`src/rtl/gmul_sched_pkg.sv`:
```
`default_nettype none
// ============================================================================
//  Module      : gmul_sched_pkg
//  Description : Shared types and helpers for the GF(2^16) multiply scheduler.
//                GMUL_W             - field element width
//                gmul_sched_state_e - scheduler FSM states
//                gf_xtime()         - multiply by x modulo (x^16 + m)
//  Revision    : 1.0 - initial release
// ============================================================================
package gmul_sched_pkg;

    localparam int GMUL_W = 16;

    typedef enum logic [1:0] {
        GS_IDLE = 2'd0,
        GS_MUL0 = 2'd1,
        GS_MUL1 = 2'd2,
        GS_RESP = 2'd3
    } gmul_sched_state_e;

    // One carry-less shift. The x^16 term that falls off the top is folded
    // back in as the low-order reduction polynomial m.
    function automatic logic [GMUL_W-1:0] gf_xtime(
        input logic [GMUL_W-1:0] v,
        input logic [GMUL_W-1:0] m
    );
        return {v[GMUL_W-2:0], 1'b0} ^ (v[GMUL_W-1] ? m : '0);
    endfunction

endpackage
`default_nettype wire

```
`src/rtl/gmul_sched_if.sv`:
```
`default_nettype none
// ============================================================================
//  Module      : gmul_sched_if
//  Description : Requester-side bus of the GF(2^16) multiply scheduler.
//                req_valid/req_ready  per-requester request handshake
//                req_a/req_b/req_m    operands, requester i at [16*i +: 16]
//                resp_valid/resp_ready per-requester response handshake
//                resp_p               product for the requester flagged in resp_valid
//                busy                 scheduler not idle
//                master = requesters, slave = scheduler
//  Revision    : 1.0 - initial release
// ============================================================================
interface gmul_sched_if #(
    parameter int N_REQ = 4
);
    import gmul_sched_pkg::*;

    logic [N_REQ-1:0]        req_valid;
    logic [N_REQ-1:0]        req_ready;
    logic [N_REQ*GMUL_W-1:0] req_a;
    logic [N_REQ*GMUL_W-1:0] req_b;
    logic [N_REQ*GMUL_W-1:0] req_m;
    logic [N_REQ-1:0]        resp_valid;
    logic [N_REQ-1:0]        resp_ready;
    logic [GMUL_W-1:0]       resp_p;
    logic                    busy;

    modport master (
        output req_valid, req_a, req_b, req_m, resp_ready,
        input  req_ready, resp_valid, resp_p, busy
    );

    modport slave (
        input  req_valid, req_a, req_b, req_m, resp_ready,
        output req_ready, resp_valid, resp_p, busy
    );

endinterface
`default_nettype wire

```
`src/rtl/gmul_sched_gmul16.sv`:
```
`default_nettype none
// ============================================================================
//  Module      : gmul16
//  Description : Two-cycle GF(2^16) multiplier, p = a*b mod (x^16 + m).
//                i_req must be held for two cycles with stable operands.
//                Cycle 1 folds in the upper byte of b and stores the partial;
//                cycle 2 finishes the lower byte combinationally and raises
//                o_rdy with o_p valid. Dropping i_req returns the phase to 0.
//  Ports       : clk, rst_n (async active-low), i_req, i_a, i_b, i_m,
//                o_rdy, o_p
//  Revision    : 1.0 - initial release
// ============================================================================
module gmul16
    import gmul_sched_pkg::*;
(
    input  wire logic              clk,
    input  wire logic              rst_n,
    input  wire logic              i_req,
    input  wire logic [GMUL_W-1:0] i_a,
    input  wire logic [GMUL_W-1:0] i_b,
    input  wire logic [GMUL_W-1:0] i_m,
    output logic                   o_rdy,
    output logic [GMUL_W-1:0]      o_p
);

    logic              r_phase;
    logic [GMUL_W-1:0] r_partial;
    logic [GMUL_W-1:0] w_hi;
    logic [GMUL_W-1:0] w_lo;

    // Horner over b[15:8], MSB first: w_hi = a * b_hi mod poly.
    always_comb begin
        w_hi = '0;
        for (int i = GMUL_W-1; i >= GMUL_W/2; i--) begin
            w_hi = gf_xtime(w_hi, i_m);
            if (i_b[i]) begin
                w_hi = w_hi ^ i_a;
            end
        end
    end

    // Continue Horner from the stored partial over b[7:0]; the eight extra
    // shifts supply the x^8 weight of the upper-byte partial.
    always_comb begin
        w_lo = r_partial;
        for (int i = GMUL_W/2-1; i >= 0; i--) begin
            w_lo = gf_xtime(w_lo, i_m);
            if (i_b[i]) begin
                w_lo = w_lo ^ i_a;
            end
        end
    end

    always_ff @(posedge clk or negedge rst_n) begin
        if (!rst_n) begin
            r_phase   <= 1'b0;
            r_partial <= '0;
        end else begin
            if (i_req) begin
                r_phase <= ~r_phase;
                if (!r_phase) begin
                    r_partial <= w_hi;
                end
            end else begin
                r_phase <= 1'b0;
            end
        end
    end

    assign o_rdy = i_req & r_phase;
    assign o_p   = w_lo;

endmodule
`default_nettype wire

```
`src/rtl/gmul_sched.sv`:
```
`default_nettype none
// ============================================================================
//  Module      : gmul_sched
//  Description : Round-robin scheduler sharing one gmul16 between N_REQ
//                requesters. One operation in flight; accept in cycle T gives
//                resp_valid in cycle T+3. A response that is being taken can
//                overlap the next accept, so back-to-back ops run at 1 per 3
//                cycles.
//  Ports       : clk  - clock
//                rst  - asynchronous active-high reset
//                bus  - gmul_sched_if.slave (requests, responses, busy)
//  Revision    : 1.0 - initial release
// ============================================================================
module gmul_sched
    import gmul_sched_pkg::*;
#(
    parameter int N_REQ = 4
)(
    input  wire logic   clk,
    input  wire logic   rst,
    gmul_sched_if.slave bus
);

    localparam int            GW          = (N_REQ > 1) ? $clog2(N_REQ) : 1;
    localparam logic [GW-1:0] C_LAST_INIT = GW'(N_REQ - 1);

    // First valid index strictly after 'last', wrapping. Caller guarantees at
    // least one valid bit when the result is used.
    function automatic logic [GW-1:0] rr_pick(
        input logic [N_REQ-1:0] valid,
        input logic [GW-1:0]    last
    );
        logic [GW-1:0] pick;
        logic          found;
        pick  = last;
        found = 1'b0;
        for (int k = 1; k <= N_REQ; k++) begin
            int j;
            j = (int'(last) + k) % N_REQ;
            if (!found && valid[j]) begin
                pick  = GW'(j);
                found = 1'b1;
            end
        end
        return pick;
    endfunction

    gmul_sched_state_e r_state;
    gmul_sched_state_e w_next_state;

    logic [GW-1:0]     r_grant;
    logic [GW-1:0]     r_last_grant;
    logic [GMUL_W-1:0] r_a;
    logic [GMUL_W-1:0] r_b;
    logic [GMUL_W-1:0] r_m;
    logic [GMUL_W-1:0] r_resp_p;

    logic              w_any_valid;
    logic [GW-1:0]     w_pick;
    logic [N_REQ-1:0]  w_pick_oh;
    logic [N_REQ-1:0]  w_grant_oh;
    logic              w_resp_taken;
    logic              w_accept;
    logic              w_core_req;
    logic              w_core_rdy;
    logic [GMUL_W-1:0] w_core_p;
    logic [GMUL_W-1:0] w_sel_a;
    logic [GMUL_W-1:0] w_sel_b;
    logic [GMUL_W-1:0] w_sel_m;

    assign w_any_valid  = |bus.req_valid;
    assign w_pick       = rr_pick(bus.req_valid, r_last_grant);
    assign w_resp_taken = bus.resp_ready[r_grant];

    always_comb begin
        w_pick_oh  = '0;
        w_grant_oh = '0;
        for (int i = 0; i < N_REQ; i++) begin
            w_pick_oh[i]  = (w_pick == GW'(i));
            w_grant_oh[i] = (r_grant == GW'(i));
        end
    end

    always_comb begin
        w_sel_a = bus.req_a[int'(w_pick)*GMUL_W +: GMUL_W];
        w_sel_b = bus.req_b[int'(w_pick)*GMUL_W +: GMUL_W];
        w_sel_m = bus.req_m[int'(w_pick)*GMUL_W +: GMUL_W];
    end

    // ------------------------------------------------------------------------
    // FSM: state register
    // ------------------------------------------------------------------------
    always_ff @(posedge clk or posedge rst) begin
        if (rst) begin
            r_state <= GS_IDLE;
        end else begin
            r_state <= w_next_state;
        end
    end

    // ------------------------------------------------------------------------
    // FSM: next state
    // ------------------------------------------------------------------------
    always_comb begin
        w_next_state = r_state;
        case (r_state)
            GS_IDLE: begin
                if (w_accept) begin
                    w_next_state = GS_MUL0;
                end
            end
            GS_MUL0: w_next_state = GS_MUL1;
            GS_MUL1: w_next_state = GS_RESP;
            GS_RESP: begin
                if (w_resp_taken) begin
                    w_next_state = w_accept ? GS_MUL0 : GS_IDLE;
                end
            end
            default: w_next_state = GS_IDLE;
        endcase
    end

    // ------------------------------------------------------------------------
    // FSM: outputs
    // ------------------------------------------------------------------------
    // A stalled response blocks new accepts. req_ready is forced low while
    // rst is asserted so the reset state of every output is quiet even when
    // requests are pending.
    always_comb begin
        w_accept   = 1'b0;
        w_core_req = 1'b0;
        case (r_state)
            GS_IDLE: w_accept   = w_any_valid;
            GS_MUL0: w_core_req = 1'b1;
            GS_MUL1: w_core_req = 1'b1;
            GS_RESP: w_accept   = w_any_valid & w_resp_taken;
            default: ;
        endcase
        if (rst) begin
            w_accept = 1'b0;
        end
    end

    assign bus.req_ready  = w_accept ? w_pick_oh : '0;
    assign bus.resp_valid = (r_state == GS_RESP) ? w_grant_oh : '0;
    assign bus.resp_p     = r_resp_p;
    assign bus.busy       = (r_state != GS_IDLE);

    // ------------------------------------------------------------------------
    // Datapath registers
    // ------------------------------------------------------------------------
    always_ff @(posedge clk or posedge rst) begin
        if (rst) begin
            r_grant      <= '0;
            r_last_grant <= C_LAST_INIT;
            r_a          <= '0;
            r_b          <= '0;
            r_m          <= '0;
            r_resp_p     <= '0;
        end else begin
            if (w_accept) begin
                r_grant      <= w_pick;
                r_last_grant <= w_pick;
                r_a          <= w_sel_a;
                r_b          <= w_sel_b;
                r_m          <= w_sel_m;
            end
            if ((r_state == GS_MUL1) && w_core_rdy) begin
                r_resp_p <= w_core_p;
            end
        end
    end

    // Core request is low in IDLE and RESP so its phase is back at 0 before
    // every new operation.
    gmul16 u_gmul16 (
        .clk   (clk),
        .rst_n (~rst),
        .i_req (w_core_req),
        .i_a   (r_a),
        .i_b   (r_b),
        .i_m   (r_m),
        .o_rdy (w_core_rdy),
        .o_p   (w_core_p)
    );

endmodule
`default_nettype wire

```
`src/flat_wrapper.sv`:
```
// flat-port wrapper written by rule: the top's interface ports become plain ports
module gmul_sched_flat import gmul_sched_pkg::*;
#(
    parameter int N_REQ = 4
)
  (clk, rst, bus_req_valid, bus_req_a, bus_req_b, bus_req_m, bus_resp_ready, bus_req_ready, bus_resp_valid, bus_resp_p, bus_busy);
  gmul_sched_if #(.N_REQ(N_REQ)) bus_i ();
  input  wire logic clk;
  input  wire logic rst;
  input wire logic [$bits(bus_i.req_valid)-1:0] bus_req_valid;
  input wire logic [$bits(bus_i.req_a)-1:0] bus_req_a;
  input wire logic [$bits(bus_i.req_b)-1:0] bus_req_b;
  input wire logic [$bits(bus_i.req_m)-1:0] bus_req_m;
  input wire logic [$bits(bus_i.resp_ready)-1:0] bus_resp_ready;
  output wire logic [$bits(bus_i.req_ready)-1:0] bus_req_ready;
  output wire logic [$bits(bus_i.resp_valid)-1:0] bus_resp_valid;
  output wire logic [$bits(bus_i.resp_p)-1:0] bus_resp_p;
  output wire logic [$bits(bus_i.busy)-1:0] bus_busy;
  assign bus_i.req_valid = bus_req_valid;
  assign bus_i.req_a = bus_req_a;
  assign bus_i.req_b = bus_req_b;
  assign bus_i.req_m = bus_req_m;
  assign bus_i.resp_ready = bus_resp_ready;
  assign bus_req_ready = bus_i.req_ready;
  assign bus_resp_valid = bus_i.resp_valid;
  assign bus_resp_p = bus_i.resp_p;
  assign bus_busy = bus_i.busy;
  gmul_sched #(.N_REQ(N_REQ)) u_core (.clk(clk), .rst(rst), .bus(bus_i));
endmodule
```
`config.mk`:
```
export PLATFORM = sky130hd
export DESIGN_NAME = gmul_sched_flat
export DESIGN_NICKNAME = d
export VERILOG_FILES = /design/src/rtl/gmul_sched_pkg.sv /design/src/rtl/gmul_sched_if.sv /design/src/rtl/gmul_sched_gmul16.sv /design/src/rtl/gmul_sched.sv /design/src/flat_wrapper.sv
export SDC_FILE = /design/constraint.sdc
export NUM_CORES = 1
export LEC_CHECK = 0
export CORE_ASPECT_RATIO = 0.7
export CORE_MARGIN = 4
export CORE_UTILIZATION = 30
export DETAILED_ROUTE_END_ITERATION = 10
export DONT_BUFFER_PORTS = 1
export HOLD_SLACK_MARGIN = 0.03
export PLACE_DENSITY = 0.41
export SLEW_MARGIN = 10
export SYNTH_ARGS = -nofsm -noshare
export SYNTH_HDL_FRONTEND = slang
export SYNTH_SLANG_ARGS = --single-unit
```
`constraint.sdc`:
```
create_clock -name clk -period 3.2 [get_ports clk]
set_clock_uncertainty 0.05 [all_clocks]
set_input_delay 0 -clock clk [delete_from_list [all_inputs] [get_ports clk]]
set_output_delay 0 -clock clk [all_outputs]
set_load 0.02 [all_outputs]
```
# After elaboration in Yosys (flattened, before gate mapping)

Index checks and enable logic that the tools add are counted.

Register bits: 87
Latch bits: 0
RAM bits: 0
Memory bits (read-only): 0
Output and inout bits: 25
Memories: 0

Add/sub/neg operators: 4
Multipliers: 0
Divide/modulo/power cells: 0
Order comparisons: 5
Eq/ne operators: 11
Shift-type cells: 3
Multiplexer cells: 62
Bitwise gates (word level): 37
Reduce and logical (&&, ||, !) cells: 19

Operator list:

| operator              | count |
|---|---|
| $mux W16              | 31 |
| $xor A16 B16 Y16      | 30 |
| $shiftx A64 B7 Y16    | 3 |
| $lt A3 B4 Y1 const B  | 4 |
| $mux W1               | 16 |
| $eq A2 B2 Y1 const B  | 6 |
| $mux W2               | 6 |
| $bmux W1 S2           | 5 |
| $reduce_or A2 Y1      | 5 |
| $mux W4               | 2 |
| $pmux W2 S4           | 1 |
| $eq A2 B1 Y1 const B  | 3 |
| $logic_not A2 Y1      | 3 |
| $add A2 B1 Y2 const B | 2 |
| $add A2 B2 Y2 const B | 2 |
| $and A1 B1 Y1 const A | 4 |
| $logic_and A1 B1 Y1   | 4 |
| $ne A2 B1 Y1 const B  | 2 |
| $reduce_and A2 Y1     | 2 |
| $reduce_or A4 Y1      | 1 |
| $logic_not A1 Y1      | 3 |
| $lt A2 B3 Y1 const B  | 1 |
| $and A1 B1 Y1         | 2 |
| $pmux W1 S2           | 1 |
| 2 further kinds       | 2 |

# Logic depth before layout (Yosys ltp)

Gate-level depths: netlist of run 1.

Word-level depth: 32
Gate-level depth with buffers: 16
Gate-level depth less buffers: 12

# By module

Synthesis of run 1 repeated with hierarchy kept, for this count alone.

Cells, all modules: 1,610
Area total of the unflattened synthesis: 12,470.7 µm²

Modules (own cells, without submodules):

| module     | times used | cells each | area each (µm²) | seq. area each (µm²) |
|---|---|---|---|---|
| gmul16     | 1          | 1,251      | 8,329.2         | 425.4 |
| gmul_sched | 1          | 359        | 4,141.5         | 1,754.2 |

# Least setup slack after synthesis of run 1

Ideal clock, no wire load.

Path kind: flip-flop to flip-flop
From: reg u_core.u_gmul16.r_partial[15]
To: reg u_core.r_resp_p[15] (netlist: u_core.bus.resp_p[15])
Data arrival time: 3,376 ps
Data required time: 3,007 ps
Path slack: -370 ps
Cell stages (with the launch flop): 14
Buffers on the path: 2
Cell sequence: dfrtp_1 buf_4 nand2_1 xnor3_2 xnor3_1 nand2b_4 mux2i_1 xnor3_2 and4_1 o41ai_2 nand3_1 buf_2 a311oi_1 o31ai_1

Word-level cells in the longest chain between the ends: 32

Ends and longest elaborated chain:

| item                   | line                    | text |
|---|---|---|
| from (decl)            | gmul_sched_gmul16.sv:27 | `logic [GMUL_W-1:0] r_partial;` |
| from (signal assigned) | gmul_sched_gmul16.sv:62 | `r_partial <= w_hi;` |
| $mux W16 (*)           | gmul_sched_pkg.sv:27    | `return {v[GMUL_W-2:0], 1'b0} ^ (v[GMUL_W-1] ? m : '0);` |
| $xor A16 B16 Y16 (*)   | gmul_sched_pkg.sv:27    |  |
| $xor A16 B16 Y16       | gmul_sched_gmul16.sv:49 | `w_lo = w_lo ^ i_a;` |
| $mux W16 (*)           | gmul_sched_gmul16.sv:48 | `if (i_b[i]) begin` |
| $mux W16               | gmul_sched_pkg.sv:27    |  |
| $xor A16 B16 Y16 (*)   | gmul_sched_pkg.sv:27    |  |
| $xor A16 B16 Y16       | gmul_sched_gmul16.sv:49 |  |
| $mux W16 (*)           | gmul_sched_gmul16.sv:48 |  |
| [... 16 more ...]      | -                       |  |
| $mux W16               | gmul_sched_pkg.sv:27    |  |
| $xor A16 B16 Y16 (*)   | gmul_sched_pkg.sv:27    |  |
| $xor A16 B16 Y16       | gmul_sched_gmul16.sv:49 |  |
| $mux W16 (*)           | gmul_sched_gmul16.sv:48 |  |
| $mux W16               | gmul_sched_pkg.sv:27    |  |
| $xor A16 B16 Y16 (*)   | gmul_sched_pkg.sv:27    |  |
| $xor A16 B16 Y16       | gmul_sched_gmul16.sv:49 |  |
| $mux W16 (*)           | gmul_sched_gmul16.sv:48 |  |
| to (signal assigned)   | gmul_sched.sv:169       | `r_resp_p <= w_core_p;` |
| to (decl)              | gmul_sched.sv:56        | `logic [GMUL_W-1:0] r_resp_p;` |

Every way passes the cells marked *; elsewhere a longest branch is shown, timed or not.
A chain may end at the register's enable or synchronous reset.

# Worst setup path in the final report of run 1

From: reg u_core.r_m[13]
To: reg u_core.r_resp_p[15] (netlist: u_core.bus.resp_p[15])

Word-level cells in the longest chain between the ends: 30
Elaborated cells between the ends (all ways): 32
Those cells by class: 16 x mux; 16 x bitwise

Ends and longest elaborated chain:

| item                   | line                    | text |
|---|---|---|
| from (decl)            | gmul_sched.sv:55        | `logic [GMUL_W-1:0] r_m;` |
| from (signal assigned) | gmul_sched.sv:166       | `r_m <= w_sel_m;` |
| $mux W16               | gmul_sched_pkg.sv:27    |  |
| $xor A16 B16 Y16       | gmul_sched_pkg.sv:27    |  |
| $xor A16 B16 Y16       | gmul_sched_gmul16.sv:49 |  |
| $mux W16               | gmul_sched_gmul16.sv:48 |  |
| $xor A16 B16 Y16       | gmul_sched_pkg.sv:27    |  |
| $xor A16 B16 Y16       | gmul_sched_gmul16.sv:49 |  |
| $mux W16               | gmul_sched_gmul16.sv:48 |  |
| $xor A16 B16 Y16       | gmul_sched_pkg.sv:27    |  |
| [... 14 more ...]      | -                       |  |
| $mux W16               | gmul_sched_pkg.sv:27    |  |
| $xor A16 B16 Y16 (*)   | gmul_sched_pkg.sv:27    |  |
| $xor A16 B16 Y16       | gmul_sched_gmul16.sv:49 |  |
| $mux W16 (*)           | gmul_sched_gmul16.sv:48 |  |
| $mux W16               | gmul_sched_pkg.sv:27    |  |
| $xor A16 B16 Y16 (*)   | gmul_sched_pkg.sv:27    |  |
| $xor A16 B16 Y16       | gmul_sched_gmul16.sv:49 |  |
| $mux W16 (*)           | gmul_sched_gmul16.sv:48 |  |

Marked as above.

==> out/qor.csv, run 1 <==
metric;value;unit
outcome;finished with violations;
violations;negative setup slack;
synth_area_per_cell;7.23;um2
dr.pass1.iters;5;
cp.depth;14;
crit_family;XOR/XNOR gates;
rsz0062_at_grt;true;
die-area;0.0436;mm2
grt_pass1_vias;11466;
setup_ws;-0.448;ns
hold_path_class;input port to register;
syn_area;0.0121;mm2
drtIter0Drc;785;
synth_cell_types;73;
yosys_warnings;0;
cp.arrival;3.84;ns
critPathMaxStageDelay;0.41;ns
track_usage;0.196;
dp.cells;2199;
ys_top_cells_by_area;xnor2_1, dfrtp_1, nand2_1;
io_pins;227;
ff2ff_path_depth;14;
synth_top_cell_area_share;0.241;
grt_max_degree;78;
synthTopCellsByCount;nand2_1, xnor2_1, o21ai_0;
worstPathCellList;buf_12, nand2_1, xnor3_2, xnor2_4, xnor2_4, mux2i_2, xnor3_2, buf_4, nor4_2, a211oi_2, a21o_2, buf_4, a311oi_2, o31ai_1;
cp.required;3.39;ns
ant_nets;0;
endpoint_kind;register;
num_rows;61;
antenna_cells;0;
drc;0;
hold_viol;0;
crit_buf_inv;3;
clock_sinks;87;
clock_latency;0.39;ns
htreeDepth;3;
whs_path_depth;4;
fin_crit;3.65;ns
die_h;176;um
avgRoutedWirePerCell;18.4;um
synth-seq-area-share;0.180;
gp_congestion;0.840;
synth_edf_count;0;
setup_viol;32;
yosysTopAreaCell;xnor2_1;
synth_seq_cells;87;
async_flop_share;1.00;
cts_inserted_buffers;9;
cts_buffer_depth;2;
netlist_instances;1672;
fin_crit_sh;1.14;
areaGrowthSynthToFinish;31.2;%
start_util;0.304;
portBuffers;0;
relSlewSlack;0.296;
grt_pass1_wl;66900;um
fillers;4059;
max_cap_violations;0;
cp_max_fo;10;
core_area;0.0398;mm2
cts_tree;built;
die_w;248;um
final_cells;2355;
worst_pin_slew;1.06;ns
final_net_count;2022;
antenna_found_initial;0;
syn_nets;1878;
layout-drive-gt1-share;0.196;
via_count;11437;
crit_path_top_delay_cell;xnor3_2;
vias_per_cell;4.86;
fmax;274;MHz
grt_overflow;0;
dpl.hpwl;31000;um
synth.most_common_cell;nand2_1;
cp-start-kind;register;
synth_ff_type;dfrtp_1;
clkTransAtPathRegs;0.08;ns
drt_wl_total;43400;um
clock_tree.root_cell;clkbuf_16;
worstSetupPathType;register to register;
final-max-slew-violation-count;0;
==> path summary, 6_finish.rpt <==
kind | end | slack [ns] | start
min in group asynchronous | u_core.r_grant[0] | 0.30 | rst
max reg2reg | u_core.bus.resp_p[15] | -0.45 | u_core.r_m[13]
min | u_core.r_a[11] | 0.02 | bus_req_a[11]
min reg2reg | u_core.u_gmul16.r_partial[1] | 0.47 | u_core.u_gmul16.r_partial[1]
max | u_core.bus.resp_p[15] | -0.45 | u_core.r_m[13]
max in group asynchronous | u_core.r_b[15] | 1.95 | rst
==> cell type report <==
type | instances | area [um2] | area share
sequential | 87 | 2190 | 0.138
clock inverter | 6 | 158 | 0.00994
clock buffer | 9 | 225 | 0.0142
multi-input combinational | 1412 | 9720 | 0.613
timing repair buffer | 294 | 2850 | 0.180
inverter | 12 | 47.5 | 0.00300
tap | 535 | 669 | 0.0422
==> state kept, by name, summed over array words and instances, names as in the netlist <==
signal                     flops
u_core.u_gmul16.r_phase        1
u_core.r_state                 2
u_core.r_last_grant            2
u_core.r_b                    16
u_core.r_grant                 2
u_core.r_a                    16
u_core.bus.resp_p             16
u_core.r_m                    16
u_core.u_gmul16.r_partial     16
==> cells by family after synthesis <==
logic type	count (synthesis)	share of synthesized area
AO/OA/AOI/OAI	221	0.112
buffers and inverters	174	0.0607
adder cells (fa/ha/maj)	4	0.00414
multiplexers	100	0.0889
AND/OR/NAND/NOR	660	0.226
flip-flops	87	0.180
XOR/XNOR	426	0.328
==> per-stage QoR <==
stage / util / setup slack [ns] / hold slack [ns] / area, um2 / TNS (ns)
6_report: 0.399 / -0.448 / 0.0243 / 15900 / -11.98
5_1_grt: 0.399 / -0.618 / 0.0766 / 15900 / -17.17
4_1_cts: 0.388 / -0.422 / 0.0391 / 15400 / -10.19
3_5_place_dp: 0.342 / -0.727 / 0.140 / 13600 / -16.83
3_3_place_gp: 0.342 / -0.705 / 0.148 / 13600 / -16.80
2_1_floorplan: - / -0.343 / 0.218 / 12200 / -5.48
==> layer usage <==
| metal | routed length (um) | GRT usage | part of all wire |
|---|---|---|---|
| met1 | 22100 | 0.286 | 0.51 |
| met2 | 19200 | 0.306 | 0.44 |
| met3 | 1350 | 0.0299 | 0.031 |
| met4 | 688 | 0.0411 | 0.016 |
| met5 | 0 | 0 | 0 |
==> worst min-delay path: cells and delay by family <==
family           cells  cell delay (ns)
AO/OA/AOI/OAI        2             0.31
multiplexers         1             0.05
AND/OR/NAND/NOR      1             0.06
==> placed cells by master (no fill, tap or decap), drive strengths merged, types with 2 or more instances in the layout <==
cell         Yosys  final
a31o            11     11
xnor2          336    336
and3             5      5
inv             11     11
a21oi            9      9
or2              7      7
dfstp            2      2
nand2          546    546
o31ai           12     12
buf             37    176
o21ai          139    139
clkbuf         125     12
o211a            3      3
nor3             8      8
mux2i           50     50
bufinv           0      5
dlygate4sd3      0    114
ha               4      4
mux2            49     49
nand2b           3      3
o21a             5      5
o41ai            2      2
nand4           10     10
xor2            80     80
xnor3            8      9
dfrtp           85     85
nor4             3      3
a31oi           19     19
and2             6      6
nand3           32     32
a211oi           3      3
nor4bb           2      2
a22oi            2      2
xor3             2      2
a32oi            2      2
and4            11     11
nor2            20     20
o211ai           4      4
==> repair_timing <==
| item | in CTS | in global routing |
|---|---|---|
| pin swaps | 25 | 29 |
| setup endpoints to repair | 32 | 55 |
| hold buffers | 116 | 0 |
| setup buffers | 10 | 9 |
| endpoints found under the hold margin | 104 | 0 |
| resized for setup | 51 | 58 |
| gates cloned | 1 | 6 |
Power of run 1 is left out: the tool's default activity adds up to more than one toggle a clock period on the data nets, which glitch-free logic cannot reach.
==> run 2, diff against run 1 <==
- CTS_BUF_LIST: not set -> sky130_fd_sc_hd__clkbuf_4
==> run 2 against run 1 <==
Effect of this change:
- the flow still finishes with violations (negative setup slack)
- critical path depth down 1
- non-clock buffer count up 99
- routed wire length up 6.4%
- hold slack better by 0.020 ns
- register-to-register slack worse by 0.04 ns
- clock-buffer cell count unchanged
- die area unchanged
- worst setup slack worse by 0.040 ns
- global-route usage up 0.90 points
- critical path type unchanged
- critical endpoint unchanged
==> out/qor.csv, run 2 (synthesis results as in run 1) <==
metric;value;unit
endpoint_kind;register;
grt_pass1_vias;12143;
reg2reg_slack;-0.49;ns
violations;negative setup slack;
critPathMaxStageDelay;0.44;ns
vias_per_cell;4.86;
drt-met1-wl;22700;um
cp-start-kind;register;
clock_sinks;87;
hold_path_class;input port to register;
wl_met2;20800;um
track_usage;0.205;
drc;0;
cp.arrival;4.06;ns
cts_tree;built;
cp_max_fo;32;
grt_pass1_wl;70100;um
cp.depth;13;
fin_crit_sh;1.15;
setup_ws;-0.488;ns
crit_path_top_delay_cell;dfrtp_1;
gp_congestion;0.840;
ant_nets;0;
relSlewSlack;0.287;
drt_wl_total;46200;um
rsz0062_at_grt;true;
layout-drive-gt1-share;0.190;
clock_latency;0.57;ns
post_dp_cell_area;0.0136;mm2
final_net_count;2121;
dpl.hpwl;31000;um
reg2reg_from;u_core.r_m[13];
outcome;finished with violations;
clock_tree.root_cell;clkbuf_4;
worstPathCellList;buf_12, nand2_2, xnor3_2, xnor2_4, xnor2_4, mux2i_2, xnor3_2, and4_1, o41ai_4, nand3_2, buf_12, a311oi_2, o31ai_1;
core_area;0.0398;mm2
grt_overflow;0;
ff2ff_path_depth;13;
dr.pass1.iters;5;
setup_viol;32;
worstSetupPathType;register to register;
die_w;248;um
start_util;0.304;
via_count;11933;
portBuffers;0;
areaGrowthSynthToFinish;38.7;%
rr_endpoint;u_core.bus.resp_p[15];
wl_met3;1780;um
endpoint;u_core.bus.resp_p[15];
max_cap_violations;0;
tns;-11.38;ns
antenna_found_initial;2;
final-max-slew-violation-count;0;
cp-startpoint;u_core.r_m[13];
num_rows;61;
fin_crit;3.69;ns
mostFrequentLayoutCells;nand2_1, xnor2_1, dlygate4sd3_1;
cp.required;3.57;ns
cts_buffer_depth;2;
die_h;176;um
cts_inserted_buffers;9;
grt_max_degree;78;
die-area;0.0436;mm2
htreeDepth;3;
crit_buf_inv;2;
top_layer_used;met4;
avgRoutedWirePerCell;18.8;um
clkTransAtPathRegs;0.20;ns
worst_pin_slew;1.07;ns
final_common_cell;nand2_1;
io_pins;227;
drtIter0Drc;748;
crit_family;XOR/XNOR gates;
fmax;271;MHz
hold_viol;0;
fin_area;0.0168;mm2
==> run 2: cell count changes in the layout (fill, tap and decap cells not counted), moves of 3 or more <==
cell           change
clkbuf_16          -8
nand2_2            +5
nor2_4             +4
clkbuf_4           +9
nor2_1             -4
nor3_2             -3
dlygate4sd3_1    +101
nor3_1             +3
nand2_1            -4
buf_4              -4
==> run 2: metal layers <==
metal	track usage	vias up
met5	0	-
met4	0.0526	0
met3	0.0293	41
met2	0.327	291
met1	0.291	5711
li1	-	5890
==> run 2: worst min-delay path by stage <==
stage / from / cells past startpoint / to
after floorplan: bus_req_m[14] / 4 / u_core.r_m[14]
after global placement: rst / 1 / u_core.r_grant[0]
after detailed placement: rst / 1 / u_core.r_grant[0]
after CTS: bus_req_valid[3] / 4 / u_core.r_a[13]
after global routing: bus_resp_ready[2] / 4 / u_core.r_grant[0]
final: bus_req_valid[0] / 4 / u_core.r_state[0]
==> run 2: worst min-delay path: stages <==
cell and delay [ns]:
o41ai_1 0.11, nand2_1 0.08, o21ai_0 0.15, o31ai_1 0.25
==> run 2: final cells by class <==
| cell class | instances | area [um2] |
|---|---|---|
| Clock inverter | 6 | 158 |
| Tap cell | 535 | 669 |
| Timing Repair Buffer | 393 | 3860 |
| Antenna cell | 2 | 5.00 |
| Fill cell | 3984 | 23000 |
| Inverter | 12 | 47.5 |
| Clock buffer | 9 | 67.6 |
| Sequential cell | 87 | 2190 |
| Multi-Input combinational cell | 1412 | 9760 |
==> run 2: what timing repair did <==
action                                  CTS  global route
endpoints found under the hold margin   123             4
endpoints found under the setup margin   32            69
buffers inserted                          8             8
pin swaps                                15            30
gates cloned                              2             8
hold buffers                            212             5
gates resized for setup                  41            81
==> run 2: metrics by stage <==
stage               worst slack [ns]  utilization  std cells  hold WS (ns)
finish                        -0.488        0.421       2456        0.0447
global route                  -0.626        0.421       2455        0.0630
CTS                           -0.469        0.407       2436        0.0525
detailed placement            -0.727        0.342       2199         0.140
global placement              -0.705        0.342       2199         0.148
floorplan                     -0.343            -       1672         0.218
Power of run 2 is left out for the same reason.
